File: src/rtl/program_loader_pkg.sv
// Shared types and constants for the boot-time program loader.
package program_loader_pkg;

  typedef enum logic [1:0] {
    ST_HDR,
    ST_DATA,
    ST_DONE,
    ST_ERROR
  } loader_state_t;

  // Header and instruction words are both 4 little-endian bytes, so one packer serves both.
  localparam int HDR_BYTES = 4;

  // Word k lands at byte address 4*(k+1); address 0 is reserved.
  function automatic logic [31:0] word_addr(input logic [31:0] idx);
    return (idx + 32'd1) << 2;
  endfunction

endpackage

File: src/rtl/program_loader_if.sv
// Byte-stream input and instruction-memory write port of the loader.
interface program_loader_if;
  logic        rx_valid;
  logic [7:0]  rx_data;
  logic        restart;
  logic        memwrite;
  logic [31:0] pro_addr;
  logic [31:0] pro_data;
  logic        load_done;
  logic        load_error;
  logic [31:0] words_loaded;

  modport slave (
    input  rx_valid, rx_data, restart,
    output memwrite, pro_addr, pro_data, load_done, load_error, words_loaded
  );

  modport master (
    output rx_valid, rx_data, restart,
    input  memwrite, pro_addr, pro_data, load_done, load_error, words_loaded
  );
endinterface

File: src/rtl/program_loader_byte_packer.sv
// Assembles little-endian bytes into 32-bit words; word/word_ready are valid combinationally on the 4th byte.
module byte_packer
  import program_loader_pkg::*;
(
  input  logic        clk,
  input  logic        rstn,
  input  logic        clr,
  input  logic        en,
  input  logic [7:0]  din,
  output logic        word_ready,
  output logic [31:0] word
);

  logic [1:0]  cnt_q;
  logic [31:0] sh_q;

  // Shift right so the first byte ends up in bits 7:0 after four bytes.
  assign word       = {din, sh_q[31:8]};
  assign word_ready = en && (cnt_q == 2'(HDR_BYTES - 1));

  always_ff @(posedge clk or negedge rstn) begin
    if (!rstn) begin
      cnt_q <= '0;
      sh_q  <= '0;
    end else if (clr) begin
      cnt_q <= '0;
      sh_q  <= '0;
    end else if (en) begin
      cnt_q <= cnt_q + 2'd1;
      sh_q  <= word;
    end
  end

endmodule

File: src/rtl/program_loader.sv
// Receives a length-prefixed byte stream and writes it word by word into instruction memory.
module program_loader
  import program_loader_pkg::*;
#(
  parameter int MAX_WORDS = 23001
) (
  input  logic             clk,
  input  logic             rstn,
  program_loader_if.slave  bus
);

  loader_state_t state_q, state_d;
  logic [31:0]   len_q;
  logic [31:0]   words_q;
  logic [31:0]   addr_q;
  logic [31:0]   data_q;
  logic          memwrite_q;

  logic          word_ready;
  logic [31:0]   word;
  logic          last_wr;
  logic          accept;
  logic          rearm;

  // Final write is in flight; bytes arriving now belong to no word.
  assign last_wr = memwrite_q && (words_q == len_q);
  assign accept  = bus.rx_valid &&
                   ((state_q == ST_HDR) || ((state_q == ST_DATA) && !last_wr));
  assign rearm   = bus.restart && ((state_q == ST_DONE) || (state_q == ST_ERROR));

  byte_packer u_packer (
    .clk        (clk),
    .rstn       (rstn),
    .clr        (rearm),
    .en         (accept),
    .din        (bus.rx_data),
    .word_ready (word_ready),
    .word       (word)
  );

  always_ff @(posedge clk or negedge rstn) begin
    if (!rstn) state_q <= ST_HDR;
    else       state_q <= state_d;
  end

  always_comb begin
    state_d = state_q;
    case (state_q)
      ST_HDR: begin
        if (word_ready) begin
          if (word == 32'd0)                 state_d = ST_DONE;
          else if (word > 32'(MAX_WORDS))    state_d = ST_ERROR;
          else                               state_d = ST_DATA;
        end
      end
      ST_DATA:  if (last_wr)     state_d = ST_DONE;
      ST_DONE:  if (bus.restart) state_d = ST_HDR;
      ST_ERROR: if (bus.restart) state_d = ST_HDR;
      default:                   state_d = ST_HDR;
    endcase
  end

  always_ff @(posedge clk or negedge rstn) begin
    if (!rstn) begin
      len_q      <= '0;
      words_q    <= '0;
      addr_q     <= '0;
      data_q     <= '0;
      memwrite_q <= 1'b0;
    end else begin
      memwrite_q <= 1'b0;
      if (rearm) begin
        len_q   <= '0;
        words_q <= '0;
      end
      if ((state_q == ST_HDR) && word_ready) len_q <= word;
      if ((state_q == ST_DATA) && word_ready) begin
        memwrite_q <= 1'b1;
        addr_q     <= word_addr(words_q);
        data_q     <= word;
        words_q    <= words_q + 32'd1;
      end
    end
  end

  assign bus.memwrite     = memwrite_q;
  assign bus.pro_addr     = addr_q;
  assign bus.pro_data     = data_q;
  assign bus.load_done    = (state_q == ST_DONE);
  assign bus.load_error   = (state_q == ST_ERROR);
  assign bus.words_loaded = words_q;

endmodule
File: src/flat_wrapper.sv
// flat-port wrapper written by rule: the top's interface ports become plain ports
module program_loader_flat import program_loader_pkg::*;
#(
  parameter int MAX_WORDS = 23001
)
  (clk, rstn, bus_rx_valid, bus_rx_data, bus_restart, bus_memwrite, bus_pro_addr, bus_pro_data, bus_load_done, bus_load_error, bus_words_loaded);
  program_loader_if bus_i ();
  input  logic clk;
  input  logic rstn;
  input wire logic [$bits(bus_i.rx_valid)-1:0] bus_rx_valid;
  input wire logic [$bits(bus_i.rx_data)-1:0] bus_rx_data;
  input wire logic [$bits(bus_i.restart)-1:0] bus_restart;
  output wire logic [$bits(bus_i.memwrite)-1:0] bus_memwrite;
  output wire logic [$bits(bus_i.pro_addr)-1:0] bus_pro_addr;
  output wire logic [$bits(bus_i.pro_data)-1:0] bus_pro_data;
  output wire logic [$bits(bus_i.load_done)-1:0] bus_load_done;
  output wire logic [$bits(bus_i.load_error)-1:0] bus_load_error;
  output wire logic [$bits(bus_i.words_loaded)-1:0] bus_words_loaded;
  assign bus_i.rx_valid = bus_rx_valid;
  assign bus_i.rx_data = bus_rx_data;
  assign bus_i.restart = bus_restart;
  assign bus_memwrite = bus_i.memwrite;
  assign bus_pro_addr = bus_i.pro_addr;
  assign bus_pro_data = bus_i.pro_data;
  assign bus_load_done = bus_i.load_done;
  assign bus_load_error = bus_i.load_error;
  assign bus_words_loaded = bus_i.words_loaded;
  program_loader #(.MAX_WORDS(MAX_WORDS)) u_core (.clk(clk), .rstn(rstn), .bus(bus_i));
endmodule
File: config.mk
export PLATFORM = sky130hd
export DESIGN_NAME = program_loader_flat
export DESIGN_NICKNAME = d
export VERILOG_FILES = /design/src/rtl/program_loader_pkg.sv /design/src/rtl/program_loader_if.sv /design/src/rtl/program_loader_byte_packer.sv /design/src/rtl/program_loader.sv /design/src/flat_wrapper.sv
export SDC_FILE = /design/constraint.sdc
export NUM_CORES = 1
export LEC_CHECK = 0
export CAP_MARGIN = 15
export CORE_MARGIN = 2
export CORE_UTILIZATION = 40
export DETAILED_ROUTE_END_ITERATION = 8
export MAX_ROUTING_LAYER = met4
export SYNTH_ARGS = -nofsm -noshare
export SYNTH_HDL_FRONTEND = slang
export SYNTH_SLANG_ARGS = --single-unit
File: constraint.sdc
create_clock -name clk -period 2.3 [get_ports clk]
set_input_delay 0.23 -clock clk [delete_from_list [all_inputs] [get_ports clk]]
set_output_delay 0.23 -clock clk [all_outputs]
set_load 0.005 [all_outputs]
## Yosys cells after proc, flatten, opt, wreduce, memory -nomap -nowiden

Index checks and enable logic that the tools add are counted.

- Register bits after elaboration: 163
- Bits in latches: 0
- RAM bits: 0
- Bits in read-only memories: 0
- Bits of input ports: 12
- Output and inout bits: 99
- Word-level logic and storage cells: 50
- Memories: 0

- Add/sub/neg operators: 2
- $mul: 0
- Divide/modulo/power cells: 0
- Magnitude comparators: 1
- Eq/ne operators: 8
- Shift-type cells: 0
- Multiplexer cells: 14
- Bitwise gates (word level): 0
- Reduce and logical (&&, ||, !) cells: 17

Operators by type and width:

| kind | count |
|---|---|
| $mux 32 | 5 |
| $add 32x1->32 const B | 1 |
| $eq 32x32->1 | 1 |
| $gt 32x15->1 const B | 1 |
| $logic_not 32->1 | 1 |
| $mux 2 | 7 |
| $logic_and 1x1->1 | 7 |
| $eq 2x2->1 const B | 3 |
| $ne 2x1->1 const B | 3 |
| $pmux 2 s3 | 1 |
| $reduce_bool 2->1 | 3 |
| $reduce_and 3->1 | 1 |
| $add 2x1->2 const B | 1 |
| $eq 2x1->1 const B | 1 |
| $logic_not 2->1 | 1 |
| $logic_or 1x1->1 | 2 |
| $reduce_or 2->1 | 1 |
| $logic_not 1->1 | 1 |
| $mux 1 | 1 |

## Depth between registers and ports, before layout

- Depth after elaboration: 9
- Depth in mapped cells: 9
- Mapped depth without buffers: 7

## Hierarchy

A second synthesis with hierarchy kept.

- Cells, all modules: 790
- Area total of the unflattened synthesis: 7,402.1 um^2

Modules (own cells, without submodules):

| module | instances | cells each | area each (um^2) | sequential area each (um^2) |
|---|---|---|---|---|
| program_loader | 1 | 696 | 6,247.2 | 3,228.1 |
| byte_packer | 1 | 94 | 1,154.9 | 650.6 |

## Worst setup path before layout

Ideal clock, no wire load.

- Path type: register -> register
- Start point: reg u_core.words_q[19] (netlist: u_core.bus.words_loaded[19])
- End point: reg u_core.data_q[0] (netlist: u_core.bus.pro_data[0])
- Setup time: 0.127 ns
- Arrival time: 2.254 ns
- Data required time: 2.173 ns
- Setup slack: -0.081 ns
- Cell stages (with the launch flop): 10
- Path buffers: 3
- Period minus slack after synthesis: 2.381 ns
- Path through: dfrtp_1 buf_2 xor2_1 nor4_1 nand3_1 or4_1 buf_4 nand2_8 buf_4 mux2_1

- Word-level cells in the longest chain between the ends: 8

RTL lines:

| element | line | source |
|---|---|---|
| from (decl) | program_loader.sv:14 | `logic [31:0] words_q;` |
| from (signal assigned) | program_loader.sv:81 | `words_q <= words_q + 32'd1;` |
| $eq 32x32->1 | program_loader.sv:26 | `assign last_wr = memwrite_q && (words_q == len_q);` |
| $logic_and 1x1->1 | program_loader.sv:26 |  |
| $logic_not 1->1 | program_loader.sv:28 | `((state_q == ST_HDR) \|\| ((state_q == ST_DATA) && !last_wr));` |
| $logic_and 1x1->1 | program_loader.sv:28 |  |
| $logic_or 1x1->1 | program_loader.sv:28 |  |
| $logic_and 1x1->1 | program_loader.sv:27 | `assign accept = bus.rx_valid &&` |
| $logic_and 1x1->1 | program_loader_byte_packer.sv:19 | `assign word_ready = en && (cnt_q == 2'(HDR_BYTES - 1));` |
| $logic_and 1x1->1 | program_loader.sv:77 | `if ((state_q == ST_DATA) && word_ready) begin` |
| to (signal assigned) | program_loader.sv:80 | `data_q <= word;` |
| to (decl) | program_loader.sv:16 | `logic [31:0] data_q;` |

Every way passes these cells.
A chain may end at the register's enable or synchronous reset.

## Final worst setup path

- Start point: reg u_core.words_q[20] (netlist: u_core.bus.words_loaded[20])
- End point: reg u_core.words_q[21] (netlist: u_core.bus.words_loaded[21])

- Word-level cells in the longest chain between the ends: 9
- Elaborated cells on any way between the ends: 11
- Those cells by class: add/sub (1); eq/ne (1); mux (1); reduce/logical (8)

RTL lines:

| element |
|---|
| branches (longest 9 deep; another with $add 32x1->32) |

Several ways; the timed one is not identified.

==> reports/metrics.csv <==
metric,value,unit
crit_chain,xor2_1 -> nor4_1 -> nand2_1 -> or4_4 -> buf_6 -> a21oi_4 -> buf_6 -> buf_12 -> a21o_1,
cp_max_fo,7,
path_common_cell,buf_6,
routedWlPerCell,19.7,um
io_pins,111,
clk_pin_slew,0.06,ns
drt_iter0_drc,295,
postLayoutCellArea,9720,um^2
netlist_area,7000,um^2
placed_cell_area,8690,um^2
dp_hpwl,13100,um
syn2layout_area_growth,38.8,%
period_share,106,%
cts-htree-levels,4,
port_buffers,108,
tns,-6.59,ns
die_width,136,um
drt_drc_violations_left,0,
avgSynthCellArea,11.2,um^2
cts_tree,done,
ir_drop,615,uV
dieArea,18600,um^2
worst_slack,-0.129,ns
crit_path_end_kind,register,
via_per_inst,5.41,
p_leak,4.87,nW
clkLatencyLatePin,0.43,ns
rsz0062_at_grt,true,
drv_cap,0,
overflow,0,
crit_type,register to register,
final_cell_mix,"153 x dfrtp_1, 107 x clkdlybuf4s50_1, 86 x nand2_1",
num_rows,48,
core-area,17200,um^2
setup_violations,95,
period_minus_slack,2.43,ns
syn_inst,628,
first_global_vias,5440,
antenna_cells,0,
cp.arrival,2.79,ns
grt_pass1_wl,30800,um
dr.pass1.iters,5,
cp_slowest_cell,or4_4,
fmaxAchievable,0.412,GHz
yosys.area.top_type,dfrtp_1,
yosysUniqueCellTypes,41,
rrSetupSlack,-0.13,ns
start_kind,register,
mostFrequentLayoutCell,dfrtp_1,
drive_above_1_share,17.4,%
clock-sinks,155,
dp_cells,980,
root_buffer,clkbuf_16,
synth_top_area_share,55.4,%
wl,20300,um
yosys_warnings,0,
synth_top_cells_by_area,"dfrtp_1 55%, xor2_1 6.4%, a21o_1 6.2%, mux2_1 5.3%, nand2_1 4.6%",
nNetsFinal,810,
initial_utilization,40.8,%
tightest_slew,0.723,ns
max_slew_margin,51.7,%
grt_usage,22.6,%
synth_seq_cells,155,
hp-class,input pin to asynchronous set/reset pin,
hold_violations,0,
num_vias,5580,
postRouteAntennaNets,0,
total_power,9.37,mW
clock_skew,0.00796,ns
max_stage_delay,0.58,ns
layout.cells.non_filler,1031,
drv_slew,0,
grt_max_degree,66,
preCtsSetupSlack,-0.255,ns
numCtsBuffers,17,
p_per_area,964,nW/um^2
die_h,136,um
seq_area_frac_synth,55.4,%
failed_checks,setup timing,
required,2.66,ns
place.gp.congestion,0.850,
antenna_found_initial,0,
fillers,1450,
cts_buffer_depth,2,
status,"finished, violations left",
==> per-stage QoR <==
step | hold WS, ns | utilization, %
2_1_floorplan | -0.0656 | -
3_3_place_gp | 0.250 | 50.6
3_5_place_dp | 0.250 | 50.6
4_1_cts | 0.376 | 55.4
5_1_grt | 0.403 | 56.6
6_report | 0.353 | 56.6
==> critical path: cells and delay by family (launching register included) <==
family | cells | cell delay [ns]
AND/OR/NAND/NOR | 3 | 0.99
flip-flops | 1 | 0.43
buffers and inverters | 3 | 0.43
AO/OA/AOI/OAI | 2 | 0.32
XOR/XNOR | 1 | 0.18
==> area by class of cell <==
type / count / area, um^2 / share of cell area [%]
inverters: 3 / 11.3 / 0.116
flip-flops and latches: 155 / 3880 / 39.9
multi-input cells: 432 / 3110 / 31.9
well taps: 225 / 282 / 2.90
clock buffers: 20 / 457 / 4.70
repair buffers: 187 / 1860 / 19.2
clock inverters: 9 / 123 / 1.26
==> state kept, by name, indices dropped and copies added, names as in the netlist <==
register,cells
u_core.state_q,2
u_core.bus.words_loaded,32
u_core.bus.pro_addr,30
u_core.len_q,32
u_core.u_packer.sh_q,24
u_core.bus.memwrite,1
u_core.u_packer.cnt_q,2
u_core.bus.pro_data,32
==> report_power, final <==
part / switching (mW) / internal, mW
sequential: 0.676 / 3.35
clock: 1.08 / 1.73
combinational: 1.20 / 1.34
total: 2.96 / 6.42
==> cells in the mapped netlist (all sizes together) <==
cell type,n
or3,3
inv,3
mux2i,1
a211o,1
nand3,13
a31oi,3
nor4,18
mux2,34
xnor2,9
a32o,25
xor2,51
nand2,87
and2,4
o211ai,1
dfrtp,155
o21ai,38
nor2,10
nor3,34
or2,2
nor2b,2
and3,5
o22ai,1
a22o,1
ha,2
conb,1
and4,2
a21o,58
a211oi,1
nand4,12
buf,19
clkbuf,26
or4,4
a21oi,2
==> logic make-up after synthesis <==
kind of cell | synth area share [%]
and+or+nand+nor | 13.8
DFF | 55.4
AOI/OAI and AO/OA | 13.8
xor gates and xnor gates | 7.50
buffers and inverters | 3.50
muxes | 5.61
adders and majority gates | 0.357
other | 0.0535
==> metal layers <==
| metal | share of wire (%) | vias to the layer above | track usage, % |
|---|---|---|---|
| li1 | - | 2590 | - |
| met1 | 45 | 2760 | 30.8 |
| met2 | 48 | 210 | 34.6 |
| met3 | 5.6 | 20 | 3.77 |
| met4 | 1.3 | 0 | 7.29 |
| met5 | 0 | - | - |
==> final timing paths <==
path | startpoint | endpoint | depth (start not counted)
hold reg to reg | u_core.bus.pro_addr[20] | u_core.bus.pro_addr[20] | 1
setup reg to reg | u_core.bus.words_loaded[20] | u_core.bus.words_loaded[21] | 9
min in group clk | bus_rx_data[0] | u_core.len_q[24] | 3
setup / recovery | u_core.bus.words_loaded[20] | u_core.bus.words_loaded[21] | 9
hold / removal | rstn | u_core.bus.pro_addr[25] | 2
max in group asynchronous | rstn | u_core.len_q[9] | 3
==> repair_timing <==
action	CTS	global route
hold buffers	1	0
resized for setup	16	23
gates cloned	5	7
buffers inserted	12	3
pin swaps	19	18
endpoints found under the setup margin	121	123
endpoints found under the hold margin	55	0
(Power assumes the default switching activity.)
